--- src/rtl/gvp_sequencer_pkg.sv ---
// Shared encodings and sizes for the GVP run-control / program-load sequencer.
// Imported by the assembler and the sequencer top.
package gvp_sequencer_pkg;

  localparam int WORDS_PER_REC = 16;
  localparam int WORD_IDX_W    = $clog2(WORDS_PER_REC);
  localparam int REC_W         = 32 * WORDS_PER_REC;

  typedef enum logic [2:0] {
    ST_IDLE    = 3'd0,
    ST_COLLECT = 3'd1,
    ST_WRITE   = 3'd2,
    ST_GAP     = 3'd3,
    ST_RUN     = 3'd4,
    ST_DONE    = 3'd5
  } seq_state_t;

  function automatic logic [7:0] sat_inc8(input logic [7:0] v);
    return (v == 8'hFF) ? v : v + 8'd1;
  endfunction

endpackage

--- src/rtl/gvp_sequencer_if.sv ---
// AXI-Stream word channel carrying vector records into the sequencer.
interface gvp_sequencer_if;

  logic [31:0] tdata;
  logic        tvalid;
  logic        tlast;
  logic        tready;

  modport master (output tdata, tvalid, tlast, input tready);
  modport slave  (input tdata, tvalid, tlast, output tready);

endinterface

--- src/rtl/gvp_sequencer_vec_assembler.sv ---
// Collects 16 stream words into one 512-bit record and checks tlast framing.
// rec_valid/rec_err are same-cycle decodes of the accepted word; the record itself is registered.
module gvp_vec_assembler
  import gvp_sequencer_pkg::*;
(
  input  logic             a_clk,
  input  logic             a_resetn,
  input  logic             enable,
  input  logic             accept,
  input  logic [31:0]      word,
  input  logic             last,
  output logic             at_first,
  output logic             rec_valid,
  output logic             rec_err,
  output logic [REC_W-1:0] record
);

  localparam logic [WORD_IDX_W-1:0] LAST_IDX = WORD_IDX_W'(WORDS_PER_REC - 1);

  logic [WORD_IDX_W-1:0] word_idx;
  logic [31:0]           words [WORDS_PER_REC];
  logic [REC_W-1:0]      rec_next;
  logic                  at_last;

  assign at_last   = (word_idx == LAST_IDX);
  assign at_first  = (word_idx == '0);
  assign rec_err   = accept && (last != at_last);
  assign rec_valid = accept && last && at_last;

  // Word 15 goes straight into the record, so the record is complete on the handshake edge
  always_comb begin
    rec_next = '0;
    for (int k = 0; k < WORDS_PER_REC - 1; k++) rec_next[32*k +: 32] = words[k];
    rec_next[REC_W-32 +: 32] = word;
  end

  always_ff @(posedge a_clk or negedge a_resetn) begin
    if (!a_resetn) begin
      word_idx <= '0;
      record   <= '0;
      for (int k = 0; k < WORDS_PER_REC; k++) words[k] <= '0;
    end else if (!enable) begin
      word_idx <= '0;
    end else if (accept) begin
      if (rec_err) begin
        word_idx <= '0;
      end else if (at_last) begin
        word_idx <= '0;
        record   <= rec_next;
      end else begin
        words[word_idx] <= word;
        word_idx        <= word_idx + WORD_IDX_W'(1);
      end
    end
  end

endmodule

--- src/rtl/gvp_sequencer.sv ---
// GVP run-control and program-load sequencer: streams records into vp_set/setvec writes,
// sequences GVP reset/run/pause and blanks the stale finished flag after reset release.
module gvp_sequencer
  import gvp_sequencer_pkg::*;
#(
  parameter int NUM_VECTORS_N2 = 4,
  parameter int SETVEC_HOLD    = 32,
  parameter int RESET_SETTLE   = 16
) (
  input  logic             a_clk,
  input  logic             a_resetn,
  gvp_sequencer_if.slave   s_axis,
  input  logic             cmd_load,
  input  logic             cmd_start,
  input  logic             cmd_abort,
  input  logic             cmd_pause,
  input  logic             gvp_finished,
  output logic             gvp_reset,
  output logic             gvp_pause,
  output logic             gvp_setvec,
  output logic [REC_W-1:0] gvp_vp_set,
  output logic [2:0]       state,
  output logic [7:0]       vectors_loaded,
  output logic             run_done,
  output logic             err_framing
);

  localparam int HOLD_W   = $clog2(SETVEC_HOLD + 1);
  localparam int SETTLE_W = $clog2(RESET_SETTLE + 1);

  // The slot address field word0[NUM_VECTORS_N2:0] has to fit in one stream word
  if (NUM_VECTORS_N2 < 0 || NUM_VECTORS_N2 > 30) begin : g_param_check
    $error("gvp_sequencer: NUM_VECTORS_N2 out of range");
  end

  seq_state_t            cur_state, next_state;
  logic [HOLD_W-1:0]     hold_cnt;
  logic [SETTLE_W-1:0]   settle_cnt;
  logic [SETTLE_W-1:0]   blank_cnt;
  logic                  tready_q;
  logic                  accept, at_first, rec_valid, rec_err;
  logic                  hold_last, settle_done, blank_done, load_entry;

  assign s_axis.tready = tready_q;
  assign state         = cur_state;
  assign accept        = s_axis.tvalid && tready_q && (cur_state == ST_COLLECT) && !cmd_abort;
  assign hold_last     = (hold_cnt == HOLD_W'(SETVEC_HOLD - 1));
  assign settle_done   = (settle_cnt == SETTLE_W'(RESET_SETTLE));
  assign blank_done    = (blank_cnt == SETTLE_W'(RESET_SETTLE));

  gvp_vec_assembler u_assembler (
    .a_clk     (a_clk),
    .a_resetn  (a_resetn),
    .enable    (cur_state == ST_COLLECT),
    .accept    (accept),
    .word      (s_axis.tdata),
    .last      (s_axis.tlast),
    .at_first  (at_first),
    .rec_valid (rec_valid),
    .rec_err   (rec_err),
    .record    (gvp_vp_set)
  );

  always_ff @(posedge a_clk or negedge a_resetn) begin
    if (!a_resetn) cur_state <= ST_IDLE;
    else           cur_state <= next_state;
  end

  // Abort overrides every other transition; load only restarts from IDLE or DONE
  always_comb begin
    next_state = cur_state;
    load_entry = 1'b0;
    unique case (cur_state)
      ST_IDLE: begin
        if (cmd_load) begin
          next_state = ST_COLLECT;
          load_entry = 1'b1;
        end else if (cmd_start && settle_done) begin
          next_state = ST_RUN;
        end
      end
      ST_COLLECT: begin
        if (rec_valid)                                   next_state = ST_WRITE;
        else if (!rec_err && cmd_start && at_first && settle_done) next_state = ST_RUN;
      end
      ST_WRITE: if (hold_last) next_state = ST_GAP;
      ST_GAP:   if (hold_last) next_state = ST_COLLECT;
      ST_RUN:   if (blank_done && gvp_finished) next_state = ST_DONE;
      ST_DONE: begin
        if (cmd_load) begin
          next_state = ST_COLLECT;
          load_entry = 1'b1;
        end
      end
      default: next_state = ST_IDLE;
    endcase
    if (cmd_abort) begin
      next_state = ST_IDLE;
      load_entry = 1'b0;
    end
  end

  // Settle runs whenever GVP is held in reset and restarts from zero after any RUN/DONE
  always_ff @(posedge a_clk or negedge a_resetn) begin
    if (!a_resetn) begin
      hold_cnt   <= '0;
      settle_cnt <= '0;
      blank_cnt  <= '0;
    end else begin
      if (next_state != cur_state)                            hold_cnt <= '0;
      else if (cur_state == ST_WRITE || cur_state == ST_GAP)  hold_cnt <= hold_cnt + HOLD_W'(1);

      if (cur_state == ST_RUN || cur_state == ST_DONE) settle_cnt <= '0;
      else if (!settle_done)                           settle_cnt <= settle_cnt + SETTLE_W'(1);

      if (cur_state != ST_RUN) blank_cnt <= '0;
      else if (!blank_done)    blank_cnt <= blank_cnt + SETTLE_W'(1);
    end
  end

  // Outputs are registered from the next state so they line up with the state register
  always_ff @(posedge a_clk or negedge a_resetn) begin
    if (!a_resetn) begin
      gvp_reset      <= 1'b1;
      gvp_pause      <= 1'b0;
      gvp_setvec     <= 1'b0;
      tready_q       <= 1'b0;
      run_done       <= 1'b0;
      vectors_loaded <= '0;
      err_framing    <= 1'b0;
    end else begin
      gvp_reset  <= !(next_state == ST_RUN || next_state == ST_DONE);
      gvp_pause  <= (next_state == ST_RUN) && cmd_pause;
      gvp_setvec <= (next_state == ST_WRITE);
      tready_q   <= (next_state == ST_COLLECT);
      run_done   <= (next_state == ST_DONE);

      if (load_entry)                                          vectors_loaded <= '0;
      else if (cur_state == ST_WRITE && next_state == ST_GAP)  vectors_loaded <= sat_inc8(vectors_loaded);

      if (load_entry)   err_framing <= 1'b0;
      else if (rec_err) err_framing <= 1'b1;
    end
  end

endmodule

--- src/flat_wrapper.sv ---
// flat-port wrapper written by rule: the top's interface ports become plain ports
module gvp_sequencer_flat import gvp_sequencer_pkg::*;
#(
  parameter int NUM_VECTORS_N2 = 4,
  parameter int SETVEC_HOLD    = 32,
  parameter int RESET_SETTLE   = 16
)
  (a_clk, a_resetn, cmd_load, cmd_start, cmd_abort, cmd_pause, gvp_finished, gvp_reset, gvp_pause, gvp_setvec, gvp_vp_set, state, vectors_loaded, run_done, err_framing, s_axis_tdata, s_axis_tvalid, s_axis_tlast, s_axis_tready);
  gvp_sequencer_if s_axis_i ();
  input  logic a_clk;
  input  logic a_resetn;
  input  logic cmd_load;
  input  logic cmd_start;
  input  logic cmd_abort;
  input  logic cmd_pause;
  input  logic gvp_finished;
  output logic gvp_reset;
  output logic gvp_pause;
  output logic gvp_setvec;
  output logic [REC_W-1:0] gvp_vp_set;
  output logic [2:0] state;
  output logic [7:0] vectors_loaded;
  output logic run_done;
  output logic err_framing;
  input wire logic [$bits(s_axis_i.tdata)-1:0] s_axis_tdata;
  input wire logic [$bits(s_axis_i.tvalid)-1:0] s_axis_tvalid;
  input wire logic [$bits(s_axis_i.tlast)-1:0] s_axis_tlast;
  output wire logic [$bits(s_axis_i.tready)-1:0] s_axis_tready;
  assign s_axis_i.tdata = s_axis_tdata;
  assign s_axis_i.tvalid = s_axis_tvalid;
  assign s_axis_i.tlast = s_axis_tlast;
  assign s_axis_tready = s_axis_i.tready;
  gvp_sequencer #(.NUM_VECTORS_N2(NUM_VECTORS_N2), .SETVEC_HOLD(SETVEC_HOLD), .RESET_SETTLE(RESET_SETTLE)) u_core (.a_clk(a_clk), .a_resetn(a_resetn), .s_axis(s_axis_i), .cmd_load(cmd_load), .cmd_start(cmd_start), .cmd_abort(cmd_abort), .cmd_pause(cmd_pause), .gvp_finished(gvp_finished), .gvp_reset(gvp_reset), .gvp_pause(gvp_pause), .gvp_setvec(gvp_setvec), .gvp_vp_set(gvp_vp_set), .state(state), .vectors_loaded(vectors_loaded), .run_done(run_done), .err_framing(err_framing));
endmodule
--- config.mk ---
export PLATFORM = sky130hd
export DESIGN_NAME = gvp_sequencer_flat
export DESIGN_NICKNAME = d
export VERILOG_FILES = /design/src/rtl/gvp_sequencer_pkg.sv /design/src/rtl/gvp_sequencer_if.sv /design/src/rtl/gvp_sequencer_vec_assembler.sv /design/src/rtl/gvp_sequencer.sv /design/src/flat_wrapper.sv
export SDC_FILE = /design/constraint.sdc
export NUM_CORES = 2
export LEC_CHECK = 0
export BUFFER_PORTS_ARGS = -buffer_cell sky130_fd_sc_hd__buf_2
export CORE_MARGIN = 5
export CORE_UTILIZATION = 57
export DETAILED_ROUTE_END_ITERATION = 6
export GPL_TIMING_DRIVEN = 0
export PLACE_DENSITY = 0.8
export SLEW_MARGIN = 25
export SYNTH_ARGS = -nofsm -noshare
export SYNTH_HDL_FRONTEND = slang
export SYNTH_SLANG_ARGS = --single-unit
export TNS_END_PERCENT = 30
--- constraint.sdc ---
create_clock -name a_clk -period 2.85 [get_ports a_clk]
set_input_delay 0.57 -clock a_clk [delete_from_list [all_inputs] [get_ports a_clk]]
set_output_delay 0.57 -clock a_clk [all_outputs]
set_load 0.02 [all_outputs]
After elaboration in Yosys (flattened, before gate mapping)
Index checks and enable logic that the tools add are counted.
{"block": "classes", "reduce_logical": 29, "n_bitwise": 3, "n_lt_le_gt_ge": 2, "n_addsub": 5, "n_mux": 31, "n_eq_ne": 22}
{"op": "bitwise mux 512 bit", "count": 1}
{"op": "demux 32 bit (select 4 bit)", "count": 1}
{"op": "2-to-1 mux 32 bit", "count": 1}
{"op": "2-to-1 mux 3 bit", "count": 9}
{"op": "2-to-1 mux 8 bit", "count": 3}
{"op": "2-to-1 mux 5 bit", "count": 4}
{"op": "one-hot mux 3 bit (6 select lines)", "count": 1}
{"op": "2-to-1 mux 4 bit", "count": 4}
{"op": "logical AND 1 bit", "count": 14}
{"op": "equality test 3 x 2 -> 1 bit (second input constant)", "count": 4}
{"op": "equality test 3 bit (second input constant)", "count": 4}
{"op": "2-to-1 mux 6 bit", "count": 2}
{"op": "adder 5 x 1 -> 5 bit (second input constant)", "count": 2}
{"op": "equality test 5 bit (second input constant)", "count": 2}
{"op": "adder 8 x 1 -> 8 bit (second input constant)", "count": 1}
{"op": "equality test 8 bit (second input constant)", "count": 1}
{"op": "AND reduction 4 bit", "count": 2}
{"op": "adder 6 x 1 -> 6 bit (second input constant)", "count": 1}
{"op": "equality test 3 x 1 -> 1 bit (second input constant)", "count": 2}
{"op": "equality test 6 x 5 -> 1 bit (second input constant)", "count": 1}
{"op": "nonzero test 2 bit", "count": 3}
{"op": ">= comparator 5 bit (second input constant)", "count": 1}
{"op": "less-than comparator 5 x 1 -> 1 bit (second input constant)", "count": 1}
{"op": "2-to-1 mux 1 bit", "count": 5}
{"op": "other kinds (15)", "count": 22}
{"block": "totals", "in_bits": 41, "word_cells": 121, "ff_bits": 1061}

Depth between registers and ports, before layout
{"block": "depth", "depth_word": 16, "mapped_depth": 9, "ltp_nobuf": 7}

By module
From an unflattened synthesis, not the netlist that was laid out.
{"block": "hier_totals", "hier_cells": 2378, "hier_area_um2": 39293.9}
{"mod": "gvp_vec_assembler", "instances": 1, "area_per_inst_um2": 37377.1, "cells_per_inst": 2185}
{"mod": "gvp_sequencer", "instances": 1, "area_per_inst_um2": 1916.8, "cells_per_inst": 193}

Worst setup path before layout
OpenSTA, ideal clock, no wires.
{"block": "synth_path", "path_kind": "input port to flip-flop", "from": "in cmd_abort", "to": "reg u_core.u_assembler.words, in the netlist u_core.u_assembler.rec_next[129]", "slack_ps": 488, "n_path_buf": 2, "setup_time_ps": 125, "path_stages": 7, "arrival_ps": 2237, "cell_sequence": "buf_6 nand3b_2 or3_4 nor3b_4 nand2_1 buf_6 mux2_2"}
{"block": "synth_via", "elab_chain_cells": 5}
{"element": "start: declaration", "line": "flat_wrapper.sv:14", "rtl": "input logic cmd_abort;"}
{"element": "zero test 1 bit (*)", "line": "gvp_sequencer.sv:46", "rtl": "assign accept = s_axis.tvalid && tready_q && (cur_state == ST_COLLECT) && !cmd_abort;"}
{"element": "logical AND 1 bit (*)", "line": "gvp_sequencer.sv:46"}
{"element": "logical AND 1 bit", "line": "gvp_sequencer_vec_assembler.sv:27", "rtl": "assign rec_err = accept && (last != at_last);"}
{"element": "inverter 1 bit (no source line)"}
{"element": "AND reduction 4 bit (no source line) (*)"}
{"element": "end signal: indexed assignment", "line": "gvp_sequencer_vec_assembler.sv:51", "rtl": "words[word_idx] <= word;"}
{"element": "end: declaration", "line": "gvp_sequencer_vec_assembler.sv:21", "rtl": "logic [31:0] words [WORDS_PER_REC];"}
Mark *: on every way between the ends. The rest lies on a longest branch, timed or not.
A chain may end at the register's enable or synchronous reset.

Worst setup path in the final report
{"block": "layout_path", "from": "reg u_core.cur_state[1] (netlist: u_core.state[1])", "to": "reg u_core.u_assembler.record[149]"}
{"block": "layout_via", "elab_chain_cells": 6}
{"element": "start: declaration", "line": "gvp_sequencer.sv:36", "rtl": "seq_state_t cur_state, next_state;"}
{"element": "start signal: assignment", "line": "gvp_sequencer.sv:66", "rtl": "else cur_state <= next_state;"}
{"element": "equality test 3 x 1 -> 1 bit (*)", "line": "gvp_sequencer.sv:46, gvp_sequencer.sv:54"}
{"element": "logical AND 1 bit (2 in a row)", "line": "gvp_sequencer.sv:46"}
{"element": "logical AND 1 bit", "line": "gvp_sequencer_vec_assembler.sv:27"}
{"element": "inverter 1 bit (no source line)"}
{"element": "AND reduction 4 bit (no source line) (*)"}
{"element": "end signal: assignment", "line": "gvp_sequencer_vec_assembler.sv:49", "rtl": "record <= rec_next;"}
{"element": "end: declaration", "line": "gvp_sequencer_vec_assembler.sv:15", "rtl": "output logic [REC_W-1:0] record"}
Marked as above.

==> impl_metrics.yaml <==
status:
  status: "finished, final reports clean"
setup_path:
  crit_path_max_incr_delay_ns: 0.45
  crit_required_ns: 3.44
  start_kind: "flop"
  crit_type: "flop to flop"
  end_kind: "flop"
  cp_max_fo: 10
  path_cells: "or3b_1, clkbuf_1, nor3_1, clkbuf_4, buf_2, buf_2, nand2_1, nand2_1"
  path_buf_inv: 4
  crit_arrival_ns: 3.32
  critPathTopFamily: "buffers and inverters"
  critPathSlowestCell: "dfrtp_1"
power_and_ir_drop:
  power_density_nw_per_um2: 648
  p_leak_uw: 0.0276
  peakVddDrop_uv: 502
  pwr-share-comb_pct: 3.1
  seqPwrFrac_pct: 48.7
  p_switching_uw: 6660
  switching_share_pct: 21.8
  p_clk_share_pct: 48.2
  p_int_uw: 23900
synth:
  synth-seq-area-share_pct: 65.8
  avgSynthCellArea_um2: 11.4
  synth_edf_count: 0
  synth_ff_type: "dfrtp_1"
  syn_nets: 3490
  synth_cell_type_count: 54
  synth_area_um2: 39100
  synthCells: 3439
  async_flop_share_pct: 100
  ys.warnings.count: 0
  synth-seq-cells: 1029
final_layout:
  fillCellCount: 4736
  final_common_cell: "nand2_1"
  layout-drive-gt1-share_pct: 32.1
  n_antenna_cell: 0
  seqCellArea_um2: 25800
  areaGrowthSynthToFinish_pct: 20.5
  final_cell_mix: "1,559 x nand2_1, 1,028 x dfrtp_1, 651 x buf_2"
  nNetsFinal: 4171
  final_cells: 5089
  multiInputGateArea_um2: 12400
route:
  vias_per_cell: 5.60
  dr_total_vias: 28484
  antenna_left: 0
  wl_per_cell_um: 22.9
  wl_um: 117000
  dr.first_iter.drc_count: 2543
  dr.pass1.iters: 7
  drc: 0
global_route:
  grt_max_degree: 134
  gr-usage-all-layers_pct: 31.3
  grt_overflow: 0
  grt_pass1_vias: 28993
  grt_pass1_wl_um: 177000
  antenna_found_initial: 3
die:
  dieArea_um2: 74000
  ios: 570
  die_x_um: 272
  start_util_pct: 57.3
  die_h_um: 272
  num_rows: 96
  fp.coreArea_um2: 68300
timing:
  whs_ns: 0.124
  fin_worst_skew_ns: 0.0270
  relSlewSlack_pct: 33.7
  maxSlewViolCount: 0
  fin_crit_sh_pct: 95.7
  setup_viol: 0
  worst_pin_slew_ns: 0.995
  fin_tns_setup_ns: 0
  period_needed_ns: 2.73
  fmax_mhz: 367
  hold_viol_final: 0
cts:
  cts-buffers-inserted: 102
  insertion_delay_ns: 0.67
  cts_tree: "done"
  clockRootBuffer: "clkbuf_16"
  cts.path.max_buffers: 3
  htree_levels: 3
  cts.sinks: 1029
  path_clk_slew_ns: 0.06
place:
  port_buffers: 567
  place_congestion: 0.864
  dp.cells: 4896
  place_hpwl_um: 79400
job:
  max-cap-violations: 0
hold_path:
  hold_path_class: "primary input to asynchronous set/reset pin"
==> logic make-up (layout without fill, tap and decap cells) <==
kind of cell	count (synthesis)	count (layout)	share of synthesized area (%)
muxes	486	486	14.0
buffers and inverters	214	982	2.58
and+or+nand+nor	1644	1644	16.3
AOI/OAI and AO/OA	41	41	0.691
adders and majority gates	10	10	0.320
DFF	1029	1029	65.8
xor gates and xnor gates	15	15	0.336
==> area by class of cell <==
type	count	area share, %
sequential	1029	54.6
buffer	205	2.15
inverter	8	0.0637
multi-input combinational	2196	26.3
timing repair buffer	578	6.62
clock inverter	46	1.60
clock buffer	145	6.35
tap	882	2.34
==> flip-flops by register name (all words and copies together) (netlist names), 3 cells and up <==
register / cells
u_core.state: 3
u_core.vectors_loaded: 8
u_core.u_assembler.record: 512
u_core.blank_cnt: 5
u_core.u_assembler.rec_next: 480
u_core.settle_cnt: 5
u_core.hold_cnt: 6
u_core.u_assembler.word_idx: 4
==> timing repair <==
action                                  CTS  global route
gates cloned                              0             1
hold endpoints to repair                116             0
hold buffers                              1             0
endpoints found under the setup margin  491           541
gates resized for setup                  18             8
pin swaps                                 0             1
setup buffers                             0             1
==> per-layer routing <==
layer  routed length (µm)  vias up  global-route usage (%)
li1                     -    12369                       -
met1                45700    14552                    41.2
met2                54900     1229                    49.8
met3                 8930      334                    6.39
met4                 7290        0                    16.9
met5                    0        -                       0
==> power by group through the flow <==
stage	Clock [µW]	Sequential, µW	Combinational (µW)
3_5_place_dp	0	15100	953
5_1_grt	15500	14900	1060
3_3_place_gp	0	15200	894
2_1_floorplan	0	15100	340
6_report	14700	14900	956
4_1_cts	14800	14900	959
==> through the flow <==
step | instance area, µm² | total power (µW) | utilization, % | worst slack (ns)
floorplan | 39100 | 15500 | - | 0.488
global placement | 43100 | 16000 | 63.0 | -20.66
detailed placement | 43300 | 16100 | 63.4 | -0.818
CTS | 47100 | 30700 | 68.9 | 0.0161
global route | 47200 | 31400 | 69.0 | -0.0145
finish | 47200 | 30500 | 69.0 | 0.124
==> worst reg2reg max path, delay by kind of cell (launching register included) <==
| kind | cells | cell delay, ns |
|---|---|---|
| flip-flops | 1 | 0.45 |
| AND/OR/NAND/NOR | 4 | 0.84 |
| buffers and inverters | 4 | 1.38 |
==> synthesized netlist by cell type, drive strengths merged (3+ instances only) <==
master	n	share of area (%)
inv	8	0.077
nand2b	3	0.048
or3b	3	0.067
or4	4	0.077
nand2	1559	15
o31ai	4	0.077
dfrtp	1028	66
and3	8	0.13
clkbuf	106	1.0
ha	10	0.32
mux2i	6	0.15
nor3	13	0.19
a211oi	3	0.070
nand3	16	0.20
nor4bb	3	0.077
a21oi	14	0.18
buf	100	1.5
o21ai	4	0.051
mux2	480	14
nor2	18	0.17
or3	3	0.061
xor2	7	0.16
xnor2	8	0.18
a31oi	4	0.064
==> path summary, 6_finish.rpt <==
| path | start | to | slack, ns | cells after the start |
|---|---|---|---|---|
| max | u_core.state[1] | u_core.u_assembler.record[149] | 0.12 | 8 |
| min | a_resetn | u_core.u_assembler.record[212] | 0.12 | 2 |
| max reg2reg | u_core.state[1] | u_core.u_assembler.record[149] | 0.12 | 8 |
| min reg2reg | u_core.u_assembler.rec_next[189] | u_core.u_assembler.record[189] | 0.45 | 2 |
| max in group asynchronous | a_resetn | u_core.gvp_setvec | 0.69 | 5 |
| min in group a_clk | cmd_pause | u_core.gvp_pause | 0.15 | 2 |
Note: power is estimated with default switching activity, not from simulation.
